## config.mk

```make
export PLATFORM = sky130hd
export DESIGN_NAME = seq_muldivmod
export DESIGN_NICKNAME = d
export VERILOG_FILES = /design/src/rtl/seq_muldivmod.sv
export SDC_FILE = /design/constraint.sdc
export NUM_CORES = 1
export LEC_CHECK = 0
export CORE_UTILIZATION = 38
export CTS_BUF_LIST = sky130_fd_sc_hd__clkbuf_16
export DETAILED_ROUTE_END_ITERATION = 12
export MAX_ROUTING_LAYER = met4
export PLACE_DENSITY = 0.59
export SLEW_MARGIN = 20
export SYNTH_ARGS = -nofsm -noshare
export SYNTH_HDL_FRONTEND = slang
export SYNTH_SLANG_ARGS = --single-unit
```

## constraint.sdc

```tcl
create_clock -name clk -period 4.35 [get_ports clk]
set_input_delay 0.87 -clock clk [delete_from_list [all_inputs] [get_ports clk]]
set_output_delay 0.87 -clock clk [all_outputs]
set_load 0.02 [all_outputs]
```

## src/rtl/seq_muldivmod.sv

```systemverilog
// Multi-cycle radix-2 multiply/divide/modulo unit, signed or unsigned operands.
// Runs one iteration per cycle; results are presented behind a valid/ready output.
module seq_muldivmod #(
  parameter int WIDTH = 8
) (
  input  logic             clk,
  input  logic             rst,
  input  logic             in_valid,
  output logic             in_ready,
  input  logic [WIDTH-1:0] A,
  input  logic [WIDTH-1:0] B,
  input  logic [1:0]       op,
  input  logic             sgn,
  output logic             out_valid,
  input  logic             out_ready,
  output logic [WIDTH-1:0] Y,
  output logic [1:0]       dbg_state
);

  // Handshake: a request is taken on a rising edge where in_valid && in_ready;
  // a result is taken on a rising edge where out_valid && out_ready. The
  // unit holds a single request, so in_ready is low from acceptance until
  // the result has been consumed.

  typedef enum logic [1:0] {IDLE = 2'd0, CALC = 2'd1, FIX = 2'd2, DONE = 2'd3} state_t;

  localparam logic [WIDTH-1:0] LAST = WIDTH'(WIDTH - 1);

  state_t               state;
  logic [1:0]           op_r;
  logic                 sgn_r;
  logic                 neg_r;
  logic                 bzero_r;
  logic [WIDTH-1:0]     cnt;
  logic [WIDTH-1:0]     quo;
  logic [WIDTH-1:0]     bmag;
  logic [WIDTH:0]       rem;
  logic [2*WIDTH-1:0]   acc;
  logic [2*WIDTH-1:0]   mcand;

  logic [WIDTH-1:0]     amag_in;
  logic [WIDTH-1:0]     bmag_in;
  logic [WIDTH:0]       rem_sh;
  logic [WIDTH+1:0]     diff;
  logic [WIDTH-1:0]     res_sel;

  assign in_ready  = (state == IDLE);
  assign dbg_state = state;

  always_comb begin
    amag_in = (sgn && A[WIDTH-1]) ? -A : A;
    bmag_in = (sgn && B[WIDTH-1]) ? -B : B;
    // Restoring step: bring in the next dividend bit, then try the subtract.
    rem_sh  = {rem[WIDTH-1:0], quo[WIDTH-1]};
    diff    = {1'b0, rem_sh} - {2'b00, bmag};
    case (op_r)
      2'd0:    res_sel = bzero_r ? '1 : quo;
      2'd1:    res_sel = rem[WIDTH-1:0];
      default: res_sel = acc[WIDTH-1:0];
    endcase
  end

  always_ff @(posedge clk) begin
    if (rst) begin
      state     <= IDLE;
      out_valid <= 1'b0;
      Y         <= '0;
      op_r      <= '0;
      sgn_r     <= 1'b0;
      neg_r     <= 1'b0;
      bzero_r   <= 1'b0;
      cnt       <= '0;
      quo       <= '0;
      bmag      <= '0;
      rem       <= '0;
      acc       <= '0;
      mcand     <= '0;
    end else begin
      case (state)
        IDLE: begin
          if (in_valid) begin
            op_r    <= op;
            sgn_r   <= sgn;
            neg_r   <= (op == 2'd1) ? A[WIDTH-1] : (A[WIDTH-1] ^ B[WIDTH-1]);
            bzero_r <= (B == '0);
            quo     <= amag_in;
            bmag    <= bmag_in;
            rem     <= '0;
            acc     <= '0;
            mcand   <= {{WIDTH{1'b0}}, amag_in};
            cnt     <= '0;
            state   <= CALC;
          end
        end
        CALC: begin
          if (op_r[1]) begin
            if (bmag[0]) acc <= acc + mcand;
            mcand <= mcand << 1;
            bmag  <= bmag >> 1;
          end else if (!diff[WIDTH+1]) begin
            rem <= diff[WIDTH:0];
            quo <= {quo[WIDTH-2:0], 1'b1};
          end else begin
            rem <= rem_sh;
            quo <= {quo[WIDTH-2:0], 1'b0};
          end
          cnt <= cnt + 1'b1;
          if (cnt == LAST) state <= FIX;
        end
        FIX: begin
          // Divide-by-zero quotient stays all ones regardless of sign.
          Y         <= (sgn_r && neg_r && !(op_r == 2'd0 && bzero_r)) ? -res_sel : res_sel;
          out_valid <= 1'b1;
          state     <= DONE;
        end
        DONE: begin
          if (out_ready) begin
            out_valid <= 1'b0;
            state     <= IDLE;
          end
        end
        default: state <= IDLE;
      endcase
    end
  end

endmodule

```

==> results of run 1 <==
[power groups by stage]
stage          Combinational, mW  Sequential, mW  Clock [mW]
6_report                    1.73           0.866       0.697
5_1_grt                     1.91           0.890       0.735
4_1_cts                     1.73           0.867       0.707
3_5_place_dp                1.72           0.879           0
3_3_place_gp                1.70           0.876           0
2_1_floorplan               1.38           0.851           0
[flip-flops by register name, indices dropped and copies added (netlist names)]
| register | count |
|---|---|
| cnt | 8 |
| rem | 8 |
| bmag | 8 |
| op_r | 2 |
| acc | 8 |
| bzero_r | 1 |
| quo | 8 |
| mcand | 8 |
| out_valid | 1 |
| sgn_r | 1 |
| neg_r | 1 |
| Y | 8 |
| dbg_state | 2 |
[routing by layer]
metal / global-route usage, % / vias to the layer above / wire (um)
met2: 28.0 / 114 / 4290
met5: - / - / 0
met4: 8.15 / 0 / 180
met3: 2.25 / 13 / 451
met1: 25.6 / 1692 / 4740
li1: - / 1843 / -
[logic make-up (layout without fill, tap and decap cells)]
group                      Yosys count  after routing  share of synthesized area [%]
adders and majority gates           25             25                           8.15
AOI/OAI and AO/OA                  127            127                           21.1
muxes                               16             16                           4.14
DFF                                 64             64                           31.9
buffers and inverters               56             83                           6.41
xor gates and xnor gates            30             30                           6.53
and+or+nand+nor                    189            189                           21.8
[metrics by stage]
| step | power, mW | cells |
|---|---|---|
| 3_3_place_gp | 2.57 | 654 |
| 3_5_place_dp | 2.60 | 654 |
| 5_1_grt | 3.54 | 670 |
| 4_1_cts | 3.31 | 670 |
| 2_1_floorplan | 2.23 | 507 |
| 6_report | 3.30 | 670 |
[worst max-delay path, cell delays in order]
cell             delay [ps]
clkdlybuf4s50_1         510
nand2b_1                190
o21ai_0                 210
a21oi_1                 890
o211ai_1                210
a21oi_1                 180
[cell usage after synthesis, types with 4 or more instances]
cell | number | area share, %
inv_1 | 32 | 3.0
ha_1 | 23 | 7.2
nand2b_1 | 6 | 0.93
a21oi_1 | 43 | 5.4
a211oi_1 | 7 | 1.3
nor2_1 | 48 | 4.5
buf_2 | 4 | 0.50
or3_1 | 6 | 0.93
nor2b_1 | 12 | 1.9
mux2i_1 | 14 | 3.5
o31ai_1 | 7 | 1.3
o21ai_0 | 19 | 2.4
nand2_1 | 70 | 6.5
a31oi_1 | 8 | 1.2
xor2_1 | 15 | 3.3
o211ai_1 | 10 | 1.9
nand4_1 | 5 | 0.78
nand3_1 | 11 | 1.4
a222oi_1 | 5 | 1.2
dfxtp_1 | 64 | 32
nor3_1 | 16 | 2.0
xnor2_1 | 15 | 3.3
clkbuf_1 | 13 | 1.2
[area by class of cell]
class / count / area [sq um]
Fill cell: 1088 / 5600
Multi-Input combinational cell: 387 / 2480
Sequential cell: 64 / 1280
Timing Repair Buffer: 35 / 343
Clock buffer: 9 / 225
Tap cell: 136 / 170
Inverter: 32 / 120
Clock inverter: 7 / 56.3
[worst paths after layout]
kind                            endpoint          from  slack (ps)  cells after the start
worst max register to register   bmag[5]  dbg_state[1]        1660                      6
worst min-delay path                Y[7]          Y[7]         450                      2
worst min register to register      Y[7]          Y[7]         450                      2
worst max-delay path             bmag[5]      in_valid        1530                      6
==> flow_summary_export.csv, run 1 <==
group,metric,value,unit
drt,drc,0,
sta,fin_ws,1530,ps
floorplanning,start_util,39.1,%
clocking,clk_latency,330,ps
synthesis,synth_seq_cells,64,
power_and_ir_drop,pwr-share-comb,52.6,%
clocking,ctsResizeCount,0,
grt,grt_antenna_before_repair,0,
drt,num_vias,3662,
drt,viasPerCell,5.47,
clocking,clockBufferDepth,2,
finish,diodes,0,
setup_path,cp.required,4600,ps
sta,relSlewSlack,28.6,%
clocking,cts_setup_buffers,0,
synthesis,synth_edf_count,0,
floorplanning,dieArea,0.0110,sq mm
setup_path,arrival,3080,ps
floorplanning,die_w,105,um
placement,gp_congestion,0.863,
finish,layout_common_cells,"nand2_1 (70), dfxtp_1 (64), nor2_1 (48)",
grt,grt_max_degree,56,
placement,dpl_worst_slack,1230,ps
sta,rsz0062_at_grt,"no",
drt,drt_iter0_drc,178,
synthesis,synthesis.area,0.00402,sq mm
sta,fin_crit,2820,ps
finish,final_nets,577,
power_and_ir_drop,seqPwrFrac,26.3,%
placement,dpl.hpwl,7140,um
sta,hold_ws,453,ps
placement,port_buffers,34,
power_and_ir_drop,p_leak,1.78,nW
setup_path,worstSetupEndpointType,"flip-flop",
floorplanning,die_h,105,um
synthesis,synth-seq-area-share,31.9,%
clocking,clk_pin_slew,50,ps
synthesis,synthFlopType,"dfxtp_1",
synthesis,netlist_instances,507,
synthesis,avgSynthCellArea,7.93,sq um
worst_hold_path,holdCritPathClass,"flip-flop to flip-flop",
finish,final_common_cell,"nand2_1",
placement,placed_cell_area,0.00440,sq mm
synthesis,async_flop_share,0,%
power_and_ir_drop,p_int,1.88,mW
floorplanning,rows,37,
sta,finClkSkew,2.69,ps
sta,timing.fmax,0.354,GHz
drt,drt-pass1-iter-count,9,
sta,finalCritPeriodShare,64.9,%
drt,final_antenna_net_count,0,
floorplanning,num_io_pins,35,
grt,grt_pass1_vias,3231,
clocking,cts-htree-levels,3,
drt,wire_per_inst,14.4,um
synthesis,synth_nets,555,
finish,fin_area,0.00468,sq mm
clocking,cts.sinks,64,
floorplanning,core_area,0.0103,sq mm
synthesis,yosysUniqueCellTypes,60,
power_and_ir_drop,vdd_drop_max,0.342,mV
grt,grt_overflow,0,
grt,grt_pass1_wl,15900,um
sta,setup_tns,0,ps
synthesis,yosys_warnings,0,
power_and_ir_drop,p_sw_share,43.0,%
clocking,holdBufCountCts,0,
clocking,numCtsBuffers,9,
outcome,run_status,"finished clean",
finish,drive_gt1_share,5.99,%
sta,worst_pin_slew,1070,ps
drt,finalWirelength,9670,um
setup_path,path_max_fanout,13,
grt,track_usage,18.8,%
clocking,cts_tree,"built",
flow_run,maxCapViolations,0,
clocking,cts_root_buffer,"clkbuf_16",
power_and_ir_drop,clockPowerShare,21.2,%
setup_path,worstSetupPathType,"input pin to flip-flop",
sta,hold_viol,0,
sta,setup_viol,0,
finish,final_util,45.5,%
setup_path,start_kind,"input pin",
finish,synthToLayoutAreaGrowth,16.3,%
power_and_ir_drop,p_switching,1.42,mW
power_and_ir_drop,pwr_density_cell,705,mW/mm^2
sta,slew_violations,0,
(Power assumes the default switching activity.)
==> inputs of run 2 (changes only) <==
clock period = 3 ns   (was 4.35 ns; I/O delays follow)
==> flow_summary_export.csv, run 2 (synthesis results as in run 1) <==
group,metric,value,unit
sta,worst_pin_slew,869,ps
worst_hold_path,whs_path_depth,2,
grt,grt_pass1_wl,16300,um
drt,drt_iter0_drc,226,
outcome,run_status,"finished clean",
clocking,clockBufferDepth,2,
flow_run,maxCapViolations,0,
sta,timing.fmax,0.416,GHz
drt,num_vias,3616,
sta,rsz0062_at_grt,"no",
placement,dpl_worst_slack,594,ps
power_and_ir_drop,vdd_drop_max,0.428,mV
clocking,holdBufCountCts,0,
clocking,clk_latency,330,ps
grt,track_usage,19.4,%
sta,finalCritPeriodShare,80.1,%
placement,gp_congestion,0.828,
setup_path,cp.required,2400,ps
clocking,numCtsBuffers,9,
clocking,clk_pin_slew,50,ps
grt,grt_pass1_vias,3411,
floorplanning,start_util,39.1,%
clocking,cts_root_buffer,"clkbuf_16",
finish,final_util,45.9,%
floorplanning,core_area,0.0103,sq mm
placement,dpl.hpwl,7350,um
setup_path,timing.rr.start,"op_r[1]",
floorplanning,dieArea,0.0110,sq mm
grt,grt_antenna_before_repair,0,
grt,grt_overflow,0,
finish,fill_cells,1067,
grt,met1_usage,25.9,%
sta,fin_ws,596,ps
finish,diodes,0,
sta,slew_violations,0,
clocking,ctsResizeCount,0,
setup_path,cp_top_family,"buffers and inverters",
power_and_ir_drop,p_leak,1.79,nW
clocking,cts_tree,"built",
finish,synthToLayoutAreaGrowth,17.4,%
setup_path,worstSetupEndpointType,"output pin",
setup_path,crit_buf_inv,2,
floorplanning,die_h,105,um
floorplanning,rows,37,
setup_path,cp_slowest_cell,"clkdlybuf4s50_1",
setup_path,regToRegEndpoint,"Y[4]",
drt,wire_per_inst,14.5,um
setup_path,worstSetupPathType,"flip-flop to output pin",
grt,met3_usage,3.81,%
setup_path,start_kind,"flip-flop",
floorplanning,die_w,105,um
worst_hold_path,hp-start,"Y[6]",
clocking,cts_setup_buffers,0,
sta,setup_tns,0,ps
worst_hold_path,hold_end,"Y[6]",
sta,fin_crit,2400,ps
setup_path,path_max_fanout,9,
sta,finClkSkew,7.12,ps
drt,finalWirelength,9750,um
grt,grt_max_degree,42,
drt,viasPerCell,5.36,
setup_path,regToRegSetupSlack,660,ps
clocking,cts.sinks,64,
worst_hold_path,holdCritPathClass,"flip-flop to flip-flop",
grt,top_usage_layer,"met2",
placement,port_buffers,34,
sta,relSlewSlack,42.0,%
drt,drt-pass1-iter-count,5,
setup_path,crit_chain,"inv_1, ha_1, clkdlybuf4s50_1",
clocking,cts-htree-levels,3,
drt,drc,0,
grt,grt_use_met2,28.7,%
finish,drive_gt1_share,6.88,%
setup_path,arrival,1800,ps
drt,final_antenna_net_count,0,
finish,final_nets,581,
setup_path,reg2reg_depth,8,
setup_path,critPathMaxStageDelay,670,ps
floorplanning,num_io_pins,35,
sta,hold_viol,0,
power_and_ir_drop,pwr_density_cell,1030,mW/mm^2
sta,setup_viol,0,
finish,final_common_cell,"nand2_1",
finish,layout_common_cells,"nand2_1 (70), dfxtp_1 (64), nor2_1 (48)",
## run 2: cell count changes in the layout (fill, tap and decap cells not counted), sizes merged
| cell | change |
|---|---|
| buf | +4 |
| clkinv | -1 |
| clkinvlp | +2 |
| inv | -1 |
## run 2: final cells by class
cell class              count  area (sq um)  share of cell area (%)
multi-input cells         387          2480                    52.6
flip-flops and latches     64          1280                    27.1
repair buffers             39           373                    7.90
clock buffers               9           225                    4.77
well taps                 136           170                    3.60
inverters                  32           120                    2.54
clock inverters             7          70.1                    1.48
## run 2: worst max-delay path by stage
stage | from | to | slack [ps] | depth (start not counted)
4_1_cts | dbg_state[0] | in_ready | 590 | 3
6_report | dbg_state[0] | in_ready | 600 | 3
5_1_grt | op_r[1] | Y[4] | 470 | 8
3_3_place_gp | A[0] | mcand[2] | 640 | 9
2_1_floorplan | dbg_state[0] | acc[7] | 870 | 8
3_5_place_dp | A[0] | mcand[2] | 590 | 9
## run 2: worst min-delay path, cell delays in order (launching register included)
cell and delay, ps:
dfxtp_1 300, nand2_1 50, o21ai_1 50
## run 2: metrics by stage
step | hold slack (ps) | total power, mW | cells | area [sq um]
2_1_floorplan | 444 | 3.23 | 507 | 4020
3_3_place_gp | 438 | 3.80 | 658 | 4430
3_5_place_dp | 453 | 3.84 | 658 | 4430
4_1_cts | 460 | 4.89 | 674 | 4720
5_1_grt | 486 | 5.25 | 674 | 4720
6_report | 455 | 4.86 | 674 | 4720
## run 2: per-layer routing
layer,vias up,share of wire [%],wire (um)
met5,-,0,0
met4,0,2.4,230
met3,20,5.0,487
met2,100,43,4220
met1,1658,49,4820
li1,1838,-,-
## run 2: power breakdown
part           switching [mW]  leakage [nW]  internal (mW)
Combinational            1.48          1.13           1.08
Sequential              0.213         0.520           1.05
Clock                   0.395         0.138          0.642
==> inputs of run 3 (changes only) <==
PLACE_DENSITY = 0.62   (was 0.59)
clock period = 1.96 ns   (was 3 ns; I/O delays follow)
==> flow_summary_export.csv, run 3 (synthesis results as in run 1) <==
group,metric,value,unit
outcome,run_status,"finished clean",
grt,track_usage,20.3,%
power_and_ir_drop,vdd_drop_max,0.672,mV
grt,grt_antenna_before_repair,0,
drt,viasPerCell,5.28,
placement,port_buffers,34,
grt,top_usage_layer,"met2",
setup_path,crit_buf_inv,0,
clocking,clockBufferDepth,2,
flow_run,maxCapViolations,0,
sta,setup_tns,0,ps
sta,finClkSkew,7.93,ps
sta,setup_viol,0,
setup_path,cp_slowest_cell,"a2111o_1",
floorplanning,rows,37,
setup_path,start_kind,"flip-flop",
finish,fill_cells,992,
drt,final_antenna_net_count,0,
worst_hold_path,holdCritPathClass,"flip-flop to flip-flop",
finish,layout_common_cells,"nand2_1 (70), buf_4 (70), dfxtp_1 (52)",
finish,diodes,0,
setup_path,worstSetupPathType,"flip-flop to flip-flop",
power_and_ir_drop,pwr_density_cell,1590,mW/mm^2
finish,fin_area,0.00535,sq mm
grt,met3_usage,2.99,%
drt,wire_per_inst,14.1,um
drt,drt_iter0_drc,274,
floorplanning,die_h,105,um
sta,worst_pin_slew,472,ps
setup_path,cp.required,2200,ps
sta,finalCritPeriodShare,99.7,%
finish,register_area,0.00130,sq mm
setup_path,arrival,2190,ps
clocking,cts_tree,"built",
drt,num_vias,3907,
drt,drt-pass1-iter-count,7,
sta,fin_crit,1950,ps
floorplanning,dieArea,0.0110,sq mm
drt,drc,0,
finish,drive_gt1_share,22.0,%
clocking,cts.sinks,64,
floorplanning,num_io_pins,35,
sta,hold_viol,0,
placement,placed_cell_area,0.00493,sq mm
grt,grt_use_met2,31.9,%
clocking,numCtsBuffers,9,
sta,timing.fmax,0.512,GHz
floorplanning,core_area,0.0103,sq mm
clocking,cts_root_buffer,"clkbuf_16",
setup_path,path_max_fanout,3,
sta,relSlewSlack,68.6,%
clocking,clk_pin_slew,60,ps
sta,slew_violations,0,
clocking,clk_latency,330,ps
grt,met1_usage,26.3,%
power_and_ir_drop,p_leak,2.14,nW
floorplanning,start_util,39.1,%
grt,grt_pass1_wl,17400,um
grt,grt_overflow,0,
placement,gp_congestion,0.880,
setup_path,crit_chain,"ha_4, and2_4, a221oi_4, a21o_2, o211ai_1, a2111o_1, o31ai_1",
finish,synthToLayoutAreaGrowth,33.0,%
setup_path,worstSetupEndpointType,"flip-flop",
clocking,cts-htree-levels,3,
finish,final_nets,648,
drt,finalWirelength,10400,um
grt,grt_max_degree,33,
setup_path,cp_top_family,"compound AO/OA/AOI/OAI gates",
sta,rsz0062_at_grt,"yes",
setup_path,critPathMaxStageDelay,440,ps
placement,dpl.hpwl,7940,um
floorplanning,die_w,105,um
grt,grt_pass1_vias,3669,
finish,multi_input_area,0.00258,sq mm
[run 3: final cells by class]
type                    count  area share [%]
clock buffers               9            4.21
well taps                 136            3.18
flip-flops and latches     64            24.2
clock inverters             6            1.01
inverters                  32            2.29
repair buffers            106            16.8
multi-input cells         387            48.3
[run 3: final timing paths]
check | slack, ps | cells past startpoint | start | to
max | 6 | 7 | rem[3] | rem[7]
min reg2reg | 450 | 2 | Y[6] | Y[6]
min | 450 | 2 | Y[6] | Y[6]
max reg2reg | 6 | 7 | rem[3] | rem[7]
[run 3: routing by layer]
metal	part of all wire, %	wire length, um
met1	48	4970
met2	45	4730
met3	5.1	535
met4	1.8	190
met5	0	0
[run 3: stage by stage]
| stage | hold WS [ps] | util (%) | setup slack (ps) | instances | power, mW |
|---|---|---|---|---|---|
| final | 446 | 52.0 | 5.83 | 740 | 8.49 |
| after detailed placement | 443 | 48.0 | -139 | 719 | 6.74 |
| after CTS | 450 | 51.2 | -28.7 | 736 | 8.37 |
| after global routing | 479 | 52.0 | -86.9 | 740 | 9.12 |
| after global placement | 441 | 48.0 | -111 | 719 | 6.66 |
| after floorplan | 444 | - | 11.8 | 507 | 5.00 |
[run 3: timing repair]
| item | CTS | global route |
|---|---|---|
| setup endpoints to repair | 5 | 35 |
| buffers inserted | 2 | 4 |
| resized for setup | 10 | 24 |
| pin swaps | 9 | 18 |
| hold buffers | 0 | 0 |
| cloned | 0 | 0 |
[run 3: tightest hold or removal path: stages (launching register included)]
cell and delay [ps]:
dfxtp_1 300, nand2_1 50, o21ai_1 50
[run 3: report_power, final]
part	total [mW]	internal [mW]	switching, mW
clock network	1.52	0.960	0.562
logic	5.03	2.46	2.58
registers	1.93	1.63	0.301
